$ cat config.mk
export PLATFORM = sky130hd
export DESIGN_NAME = pe_pass_sequencer
export DESIGN_NICKNAME = d
export VERILOG_FILES = /design/src/rtl/pe_pass_sequencer.sv
export SDC_FILE = /design/constraint.sdc
export NUM_CORES = 1
export LEC_CHECK = 0
export ABC_AREA = 1
export CORE_ASPECT_RATIO = 1.5
export CORE_MARGIN = 2
export CORE_UTILIZATION = 56
export DETAILED_ROUTE_END_ITERATION = 8
export MAX_ROUTING_LAYER = met4
export PLACE_DENSITY = 0.85
export SLEW_MARGIN = 20
export SYNTH_ARGS = -nofsm -noshare
export SYNTH_HDL_FRONTEND = slang
export SYNTH_SLANG_ARGS = --single-unit
$ cat constraint.sdc
create_clock -name i_clk -period 4.5 [get_ports i_clk]
set_clock_uncertainty 0.05 [all_clocks]
set_input_delay 0.675 -clock i_clk [delete_from_list [all_inputs] [get_ports i_clk]]
set_output_delay 0.675 -clock i_clk [all_outputs]
set_load 0.01 [all_outputs]
$ cat src/rtl/pe_pass_sequencer.sv
// Head-of-pipeline control source: walks tap/group/pixel loops for one pass
// and emits one first/last-tagged control token per accumulation step.
module pe_pass_sequencer #(
  parameter int PIXW = 8,
  parameter int TAPW = 4,
  parameter int GRPW = 4
) (
  input  logic            i_clk,
  input  logic            i_rstn,
  input  logic            i_cfg_rdy,
  output logic            o_cfg_ack,
  input  logic [PIXW-1:0] i_cfg_npix,
  input  logic [TAPW-1:0] i_cfg_ntap,
  input  logic [GRPW-1:0] i_cfg_ngrp,
  output logic            o_FD_rdy,
  input  logic            i_FD_ack,
  output logic            o_first,
  output logic            o_last,
  output logic [TAPW-1:0] o_tap,
  output logic [GRPW-1:0] o_grp,
  output logic [PIXW-1:0] o_pix,
  output logic            o_done_rdy,
  input  logic            i_done_ack,
  input  logic            i_flush,
  output logic            o_busy
);

  typedef enum logic [1:0] {IDLE, RUN, DONE} state_e;

  state_e          state_q, state_d;
  logic [PIXW-1:0] npix_q, npix_d, pix_q, pix_d;
  logic [TAPW-1:0] ntap_q, ntap_d, tap_q, tap_d;
  logic [GRPW-1:0] ngrp_q, ngrp_d, grp_q, grp_d;
  logic            fdRdy_q, fdRdy_d;
  logic            doneRdy_q, doneRdy_d;
  logic            first_q, first_d;
  logic            last_q, last_d;

  logic            xfer, tapWrap, grpWrap, finalTok;
  logic [TAPW-1:0] tapNext;
  logic [GRPW-1:0] grpNext;
  logic [PIXW-1:0] pixNext;

  assign xfer     = fdRdy_q & i_FD_ack;
  assign tapWrap  = (tap_q == ntap_q);
  assign grpWrap  = tapWrap && (grp_q == ngrp_q);
  assign finalTok = grpWrap && (pix_q == npix_q);

  // Tap is the innermost loop, then channel group, then pixel.
  assign tapNext = tapWrap ? '0 : tap_q + TAPW'(1);
  assign grpNext = tapWrap ? (grpWrap ? '0 : grp_q + GRPW'(1)) : grp_q;
  assign pixNext = grpWrap ? pix_q + PIXW'(1) : pix_q;

  always_comb begin
    state_d   = state_q;
    npix_d    = npix_q;
    ntap_d    = ntap_q;
    ngrp_d    = ngrp_q;
    pix_d     = pix_q;
    tap_d     = tap_q;
    grp_d     = grp_q;
    fdRdy_d   = fdRdy_q;
    doneRdy_d = doneRdy_q;
    first_d   = first_q;
    last_d    = last_q;

    case (state_q)
      IDLE: begin
        if (i_cfg_rdy) begin
          npix_d  = i_cfg_npix;
          ntap_d  = i_cfg_ntap;
          ngrp_d  = i_cfg_ngrp;
          pix_d   = '0;
          tap_d   = '0;
          grp_d   = '0;
          fdRdy_d = 1'b1;
          first_d = 1'b1;
          last_d  = (i_cfg_ntap == '0) && (i_cfg_ngrp == '0);
          state_d = RUN;
        end
      end
      RUN: begin
        if (xfer) begin
          if (finalTok) begin
            // Counters stay on the final token's indices while in DONE.
            fdRdy_d   = 1'b0;
            doneRdy_d = 1'b1;
            first_d   = 1'b0;
            last_d    = 1'b0;
            state_d   = DONE;
          end else begin
            tap_d   = tapNext;
            grp_d   = grpNext;
            pix_d   = pixNext;
            first_d = (tapNext == '0) && (grpNext == '0);
            last_d  = (tapNext == ntap_q) && (grpNext == ngrp_q);
          end
        end
      end
      DONE: begin
        if (i_done_ack) begin
          doneRdy_d = 1'b0;
          state_d   = IDLE;
        end
      end
      default: state_d = IDLE;
    endcase

    // Flush wins over everything, including a config accepted this cycle.
    if (i_flush) begin
      state_d   = IDLE;
      fdRdy_d   = 1'b0;
      doneRdy_d = 1'b0;
      first_d   = 1'b0;
      last_d    = 1'b0;
      pix_d     = '0;
      tap_d     = '0;
      grp_d     = '0;
    end
  end

  always_ff @(posedge i_clk or negedge i_rstn) begin
    if (!i_rstn) begin
      state_q   <= IDLE;
      npix_q    <= '0;
      ntap_q    <= '0;
      ngrp_q    <= '0;
      pix_q     <= '0;
      tap_q     <= '0;
      grp_q     <= '0;
      fdRdy_q   <= 1'b0;
      doneRdy_q <= 1'b0;
      first_q   <= 1'b0;
      last_q    <= 1'b0;
    end else begin
      state_q   <= state_d;
      npix_q    <= npix_d;
      ntap_q    <= ntap_d;
      ngrp_q    <= ngrp_d;
      pix_q     <= pix_d;
      tap_q     <= tap_d;
      grp_q     <= grp_d;
      fdRdy_q   <= fdRdy_d;
      doneRdy_q <= doneRdy_d;
      first_q   <= first_d;
      last_q    <= last_d;
    end
  end

  assign o_cfg_ack  = (state_q == IDLE);
  assign o_busy     = (state_q != IDLE);
  assign o_FD_rdy   = fdRdy_q;
  assign o_done_rdy = doneRdy_q;
  assign o_first    = first_q;
  assign o_last     = last_q;
  assign o_tap      = tap_q;
  assign o_grp      = grp_q;
  assign o_pix      = pix_q;

endmodule
## After elaboration in Yosys (flattened, before gate mapping)

Index checks and enable logic that the tools add are counted.

- Logic and storage cells: 91
- Output and inout bits: 22
- Register bits: 38
- Input bits: 22

- Add/sub/neg operators: 3
- Bitwise gates (word level): 1
- Reduce and logical (&&, ||, !) cells: 20
- Multiplexer cells: 43
- Equality and inequality tests: 13

Operators with widths:

| kind | count |
|---|---|
| $mux 4 | 10 |
| $mux 8 | 5 |
| $eq 4x4->1 | 4 |
| $logic_not 4->1 | 4 |
| $pmux 4 s2 | 2 |
| $pmux 8 s2 | 1 |
| $reduce_and 4->1 | 4 |
| $mux 1 | 15 |
| $ne 3x3->1 const B | 5 |
| $mux 2 | 5 |
| $add 4x1->4 const B | 2 |
| $add 8x1->8 const B | 1 |
| $eq 8x8->1 | 1 |
| $pmux 1 s2 | 4 |
| $pmux 2 s3 | 1 |
| $reduce_bool 3->1 | 2 |
| $logic_and 1x1->1 | 5 |
| $reduce_and 5->1 | 1 |
| $ne 3x2->1 const B | 1 |
| $reduce_and 3->1 | 1 |
| $eq 2x1->1 const B | 1 |
| $eq 2x2->1 const B | 1 |
| $logic_not 2->1 | 1 |
| $reduce_and 2->1 | 1 |
| 2 further kinds | 2 |

## Logic depth before layout (Yosys ltp)

Gate-level depths: netlist of run 1.

- Word-level depth: 10
- Mapped depth: 14
- Gate-level depth less buffers: 14

## Least setup slack after synthesis of run 1

No wires, ideal clock.

- Kind: input-to-reg
- Start point: in i_flush
- End point: reg pix_q[4] (netlist: o_pix[4])
- Stages on the path: 11
- Arrival: 1,776 ps
- Setup time: 120 ps
- Required time: 4,330 ps
- Buffers on the path: 2
- Setup slack: 2,554 ps
- Cell sequence: buf_4 -> nor2_2 -> nand2_2 -> o31ai_2 -> nor2_4 -> nand2_2 -> a21boi_2 -> buf_6 -> nand3_1 -> nand2_1 -> a21oi_2

- Cells in the longest elaborated chain, start to end: 2
- Elaborated cells between the ends (all ways): 7
- Classes of those cells: 4 x eq/ne; 1 x mux; 2 x reduce/logical

Ends and longest elaborated chain:

| item | RTL line | text |
|---|---|---|
| start, declared | 24 | `input logic i_flush,` |
| $ne 3x3->1 (no line) (tied with other cells) | - |  |
| $reduce_and 5->1 (no line) | - |  |
| end signal, assigned | 140 | `pix_q <= pix_d;` |
| end, declared | 31 | `logic [PIXW-1:0] npix_q, npix_d, pix_q, pix_d;` |

Several ways; a longest one is shown, not always the timed one.
A chain may end at the register's enable or synchronous reset.

## Final worst setup path of run 1

- Start point: in i_flush
- End point: reg pix_q[7] (netlist: o_pix[7])

Same word-level chain as after synthesis.

==> results of run 1 <==
critical path, stage by stage:
cell             delay, ps
clkdlybuf4s50_1        650
nor2_2                 140
nand2_2                 90
o31ai_2                 90
nor2_4                 180
nand2_2                140
nand2_1                310
nand2_1                110
nor2_1                 190
nand3_1                100
nand2_1                 80
nor2_1                  40
logic make-up after synthesis:
kind of cell | after synthesis | synth area share [%]
compound gates | 38 | 10.0
fa+ha+maj | 3 | 1.62
flops | 38 | 40.9
xor+xnor | 10 | 3.77
mux | 5 | 2.42
simple gates | 174 | 32.1
buf+inv | 51 | 9.10
power by group through the flow:
stage | combinational (uW) | clock [uW] | sequential (uW)
2_1_floorplan | 450 | 0 | 530
3_3_place_gp | 615 | 0 | 534
3_5_place_dp | 630 | 0 | 539
4_1_cts | 633 | 228 | 532
5_1_grt | 715 | 245 | 546
6_report | 630 | 221 | 534
how the worst min path moves through the flow:
stage          depth (start not counted)    endpoint        from  slack [ps]
2_1_floorplan                          0   ngrp_q[0]      i_rstn         330
3_3_place_gp                           2  o_done_rdy  o_done_rdy         450
3_5_place_dp                           2     o_first     o_first         460
5_1_grt                                1  o_done_rdy      i_rstn         500
6_report                               1    o_grp[0]      i_rstn         440
4_1_cts                                1    o_pix[3]      i_rstn         460
cell type report:
| cell class | instances | area, sq um |
|---|---|---|
| clock buffers | 7 | 76.3 |
| multi-input cells | 230 | 1160 |
| well taps | 45 | 56.3 |
| flip-flops and latches | 38 | 951 |
| inverters | 45 | 169 |
| repair buffers | 43 | 425 |
| fillers | 323 | 1120 |
flip-flops by register name (all words and copies together), names as in the netlist:
| signal | flops |
|---|---|
| o_done_rdy | 1 |
| o_tap | 4 |
| o_grp | 4 |
| o_last | 1 |
| ntap_q | 4 |
| state_q | 2 |
| npix_q | 8 |
| o_pix | 8 |
| ngrp_q | 4 |
| o_FD_rdy | 1 |
| o_first | 1 |
synth_stat cells, drive strengths merged (2+ instances only):
master  count
inv        45
ha          3
o21ai      11
o22ai       5
nand2     102
dfrtp      38
a21oi      16
nor4        4
nand3      24
buf         4
xor2        9
nand4       3
nor2       34
nor3        4
a21boi      2
o31ai       3
clkbuf      2
mux2        5
per-layer routing:
layer	up-vias	wire length, um	GRT usage, %
met2	48	2870	43.7
met4	0	216	13.6
li1	1104	-	-
met1	1048	2130	28.5
met5	-	0	-
met3	19	186	5.30
through the flow:
| stage | area, sq um | power, uW | utilization (%) | cells |
|---|---|---|---|---|
| after floorplan | 2320 | 980 | - | 319 |
| after global placement | 2760 | 1150 | 69.8 | 401 |
| after detailed placement | 2760 | 1170 | 69.8 | 401 |
| after CTS | 2840 | 1390 | 71.7 | 408 |
| after global routing | 2840 | 1510 | 71.7 | 408 |
| final | 2840 | 1380 | 71.7 | 408 |
==> out/results.txt, run 1 <==
Status = finished clean
Gpl congestion = 0.929
Initial core utilization = 58.7%
RSZ-0062 raised after global routing = false
CP startpoint kind = primary input
Num CTS Buffers = 5
Post-CTS resize count = 0
Clock sinks = 38
Die width = 56.6 um
Cell area power density = 488 nW/um^2
Vias in the first global route = 2123
Clk network pwr share = 15.9%
Syn Nets = 344
Fin Setup TNS = 0 ps
CTS Buffer Depth = 2
Reg2Reg Depth = 14
Fin nets = 388
Combinational share of power = 45.5%
Number of I/O pins = 44
Final antenna-violating net count = 0
Synth cell types = 34
Ys flop type = dfrtp_1
Post-synth EDFFs = 0
Largest net degree at the start of global routing = 39
Post-Syn Instances = 319
Worst-margin pin slew = 915 ps
Post-Route WL = 5400 um
Peak supply drop = 0.000423 V
CTS clock-pin slew for the worst setup and hold paths = 70 ps
Most frequent cells in the layout = nand2_1 (96), clkdlybuf4s50_1 (42), inv_1 (39), dfrtp_1 (38), nor2_1 (29)
CTS H-tree lvls = 2
Core area = 3960 sq um
Post-Syn Area per Cell = 7.28 sq um
CP required = 4640 ps
Setup CP Type = primary input to flip-flop
Yosys warning count = 0
Antenna violations before repair = 0
Yosys top cell by area = dfrtp_1
Die height = 82.9 um
Top cells by area, synth = dfrtp_1 (41%), nand2_1 (16%), inv_1 (6.3%)
CP Launch Point = i_flush
Synth Cell Area = 2320 sq um
Via count = 2219
Clk root buf = clkbuf_8
Max Freq = 376 MHz
DR iter-0 viols = 90
Die area = 4690 sq um
Lkg Pwr = 0.00139 uW
Reg2Reg Capture Point = o_pix[7]
R2R Setup Slk = 2240 ps
Wire length per cell = 13.2 um
Worst reg2reg path startpoint = o_tap[0]
CP endpoint = o_pix[7]
Setup violations, final = 0
Switching pwr = 571 uW
Final hold vios = 0
Switching Share = 41.2%
IO buf count = 43
Pre-CTS setup slack = 1520 ps
DRC Markers = 0
Critical Path AT = 2800 ps
Period Utilization, post-route = 59.1%
Total grt overflow = 0
Share of cells above drive strength 1 = 9.37%
Clk_lat worst skew = 290 ps
DP HPWL = 4070 um
Worst min-delay path category = primary input to async pin
Area Growth Syn to Fin = 22.2%
CP max FO = 11
Slew headroom = 38.8%
Vias per inst = 5.44
Async set or reset register ratio after synthesis = 100%
CTS tree = done
First-pass GRT wire length = 9350 um
Hold Buf Count CTS = 0
Sequential power share = 38.6%
Pre-Repair DR Iteration Count = 4
Seq cells post-synth = 38
Total Routing Usage GR = 26.0%
Ant diodes = 0
Hold Slack = 435 ps
Fin. max-slew vios = 0
Rows = 28
CP Capture Type = flip-flop
Post CTS Setup Buffer Count = 0
Max_cap viols = 0
Crit path time final = 2660 ps
Post-synth top area share = 40.9%
Register area share after synthesis = 40.9%
Commonest non-fill, non-tap cell in the layout = nand2_1
Internal power = 813 uW
Setup WS post-layout = 1840 ps
No activity file was read; power rests on OpenSTA's default activity.
==> run 2: changes to the inputs <==
- CORE_UTILIZATION: 56 -> 52
- PLACE_DENSITY: 0.85 -> 0.8
- clock period: 4.5 -> 2.5 ns (I/O delays scaled with it)
==> run 2 against run 1 <==
Sequential power grew 80%. The run now ends with DRC left. Cell count grew 1.2%. Non-clock buffer count increased by 4. Global-route usage decreased by 1.8 points.
==> out/results.txt, run 2 (synthesis results as in run 1) <==
Status = complete, but fails checks (was finished clean)
Failing checks = DRC
Critical Path AT = 2310 ps (was 2800 ps)
Crit path time final = 2160 ps
Clock sinks = 38 (unchanged)
Die height = 85.9 um (was 82.9 um)
IO buf count = 43 (unchanged)
Sequential power share = 38.0% (was 38.6%)
Post-route cell area = 2870 sq um (was 2840 sq um)
CTS clock-pin slew for the worst setup and hold paths = 80 ps (was 70 ps)
Post-Route WL = 5290 um (was 5400 um)
Gpl congestion = 0.873 (was 0.929)
Worst reg2reg path startpoint = o_tap[0] (unchanged)
Final hold vios = 0 (unchanged)
Reg2Reg Capture Point = o_pix[4] (was o_pix[7])
Internal power = 1490 uW (was 813 uW)
Slowest cell on the critical path = clkdlybuf4s50_1 (unchanged)
Total Routing Usage GR = 24.3% (was 26.0%)
Core area = 4280 sq um (was 3960 sq um)
CTS tree = done (unchanged)
Critical path, cell by cell = clkdlybuf4s50_1 -> nor2_2 -> nand2_2 -> o31ai_2 -> nor2_4 -> nand2_2 -> a21boi_2 -> nand3_1 -> nand2_1 -> a21oi_2 (was clkdlybuf4s50_1 -> nor2_2 -> nand2_2 -> o31ai_2 -> nor2_4 -> nand2_2 -> nand2_1 -> nand2_1 -> nor2_1 -> nand3_1 -> nand2_1 -> nor2_1)
Worst min-delay path category = primary input to async pin (unchanged)
Area Growth Syn to Fin = 23.5% (was 22.2%)
Switching pwr = 1050 uW (was 571 uW)
Final antenna-violating net count = 0 (unchanged)
Post-Place Cell Area = 2790 sq um (was 2760 sq um)
CTS H-tree lvls = 2 (unchanged)
Hold Buf Count CTS = 0 (unchanged)
Max Freq = 462 MHz
Total grt overflow = 0 (unchanged)
Fin Setup TNS = 0 ps (unchanged)
Most frequent cells in the layout = nand2_1 (96), clkdlybuf4s50_1 (42), inv_1 (39), dfrtp_1 (38), nor2_1 (29) (unchanged)
DRC Markers = 2 (was 0)
Clk root buf = clkbuf_8 (unchanged)
Rows = 29 (was 28)
CP bufs+invs = 1 (unchanged)
Clk network pwr share = 16.0% (was 15.9%)
Die width = 58.6 um (was 56.6 um)
CP Capture Type = flip-flop (unchanged)
Most used cell, CP = nand2_2 (was nand2_1)
CP max FO = 12 (was 11)
Max incr delay on CP = 670 ps (was 650 ps)
Peak supply drop = 0.000599 V (was 0.000423 V)
Vias per inst = 5.38 (was 5.44)
Num CTS Buffers = 5 (unchanged)
DR iter-0 viols = 67 (was 90)
R2R Setup Slk = 400 ps (was 2240 ps)
Fin. max-slew vios = 0 (unchanged)
Clk_lat worst skew = 300 ps (was 290 ps)
CP required = 2640 ps (was 4640 ps)
Fin nets = 392 (was 388)
Max_cap viols = 0 (unchanged)
First-pass GRT wire length = 9090 um (was 9350 um)
Vias in the first global route = 2140 (was 2123)
Ant diodes = 0 (unchanged)
CTS Buffer Depth = 2 (unchanged)
Pre-Repair DR Iteration Count = 6 (was 4)
Die area = 5030 sq um (was 4690 sq um)
WP depth = 10 (was 12)
Period Utilization, post-route = 86.6%
CP endpoint = o_pix[4] (was o_pix[7])
Number of I/O pins = 44 (unchanged)
RSZ-0062 raised after global routing = false (unchanged)
Commonest non-fill, non-tap cell in the layout = nand2_1 (unchanged)
Post CTS Setup Buffer Count = 0 (unchanged)
Largest net degree at the start of global routing = 39 (unchanged)
CP Launch Point = i_flush (unchanged)
Wire length per cell = 12.8 um (was 13.2 um)
Antenna violations before repair = 0 (unchanged)
Switching Share = 41.3% (was 41.2%)
Initial core utilization = 54.3% (was 58.7%)
Post-CTS resize count = 0 (unchanged)
Share of cells above drive strength 1 = 10.4% (was 9.37%)
Delay-heaviest family, CP = simple AND/OR/NAND/NOR gates (unchanged)
DP HPWL = 4060 um (was 4070 um)
CP startpoint kind = primary input (unchanged)
Worst-margin pin slew = 849 ps (was 915 ps)
Slew headroom = 43.4% (was 38.8%)
Lkg Pwr = 0.00141 uW (was 0.00139 uW)
Setup CP Type = primary input to flip-flop (unchanged)
Combinational share of power = 46.0% (was 45.5%)
Cell area power density = 882 nW/um^2 (was 488 nW/um^2)
Setup violations, final = 0 (unchanged)
Via count = 2222 (was 2219)
Reg2Reg Depth = 10 (was 14)
[run 2: cell count changes in the layout (fill, tap and decap cells not counted)]
| cell | previous run | this run |
|---|---|---|
| buf_4 | 0 | 4 |
[run 2: final cells by class]
type / count / area, sq um
tap: 46 / 57.6
clock buffer: 7 / 76.3
multi-input combinational: 230 / 1160
fill: 376 / 1410
sequential: 38 / 951
timing repair buffer: 47 / 455
inverter: 45 / 169
[run 2: worst register-to-register path: cells and delay by family (launching register included)]
kind                   cells  cell delay (ps)
flip-flops                 1              490
AO/OA/AOI/OAI              3              680
buffers and inverters      1              100
AND/OR/NAND/NOR            6              680
[run 2: power groups by stage]
stage                     sequential, uW  clock [uW]  combinational, uW
final                                962         404               1170
after global routing                 986         443               1320
after CTS                            961         410               1170
after detailed placement             970           0               1170
after global placement               966           0               1150
after floorplan                      953           0                810
[run 2: layer usage]
layer / vias up / GRT usage, % / routed length (um) / share of wire (%)
li1: 1110 / - / - / -
met1: 1036 / 26.5 / 2140 / 41
met2: 57 / 41.3 / 2730 / 52
met3: 19 / 4.07 / 218 / 4.1
met4: 0 / 12.8 / 193 / 3.6
met5: - / - / 0 / 0
[run 2: worst min-delay path by stage]
stage,slack [ps],from,to
CTS,170,i_rstn,o_tap[2]
global placement,460,o_first,o_first
global route,220,i_rstn,o_tap[2]
floorplan,30,i_rstn,ngrp_q[0]
finish,140,i_rstn,o_tap[0]
detailed placement,470,npix_q[1],npix_q[1]
[run 2: per-stage QoR]
step | utilization [%] | setup slack, ps | hold WS, ps | total power (uW) | std cells
5_1_grt | 67.0 | 80.9 | 216 | 2750 | 413
3_5_place_dp | 65.3 | 33.3 | 466 | 2140 | 406
3_3_place_gp | 65.3 | 96.4 | 458 | 2110 | 406
4_1_cts | 67.0 | 339 | 171 | 2540 | 413
6_report | 67.0 | 336 | 138 | 2530 | 413
2_1_floorplan | - | 806 | 29.4 | 1760 | 319
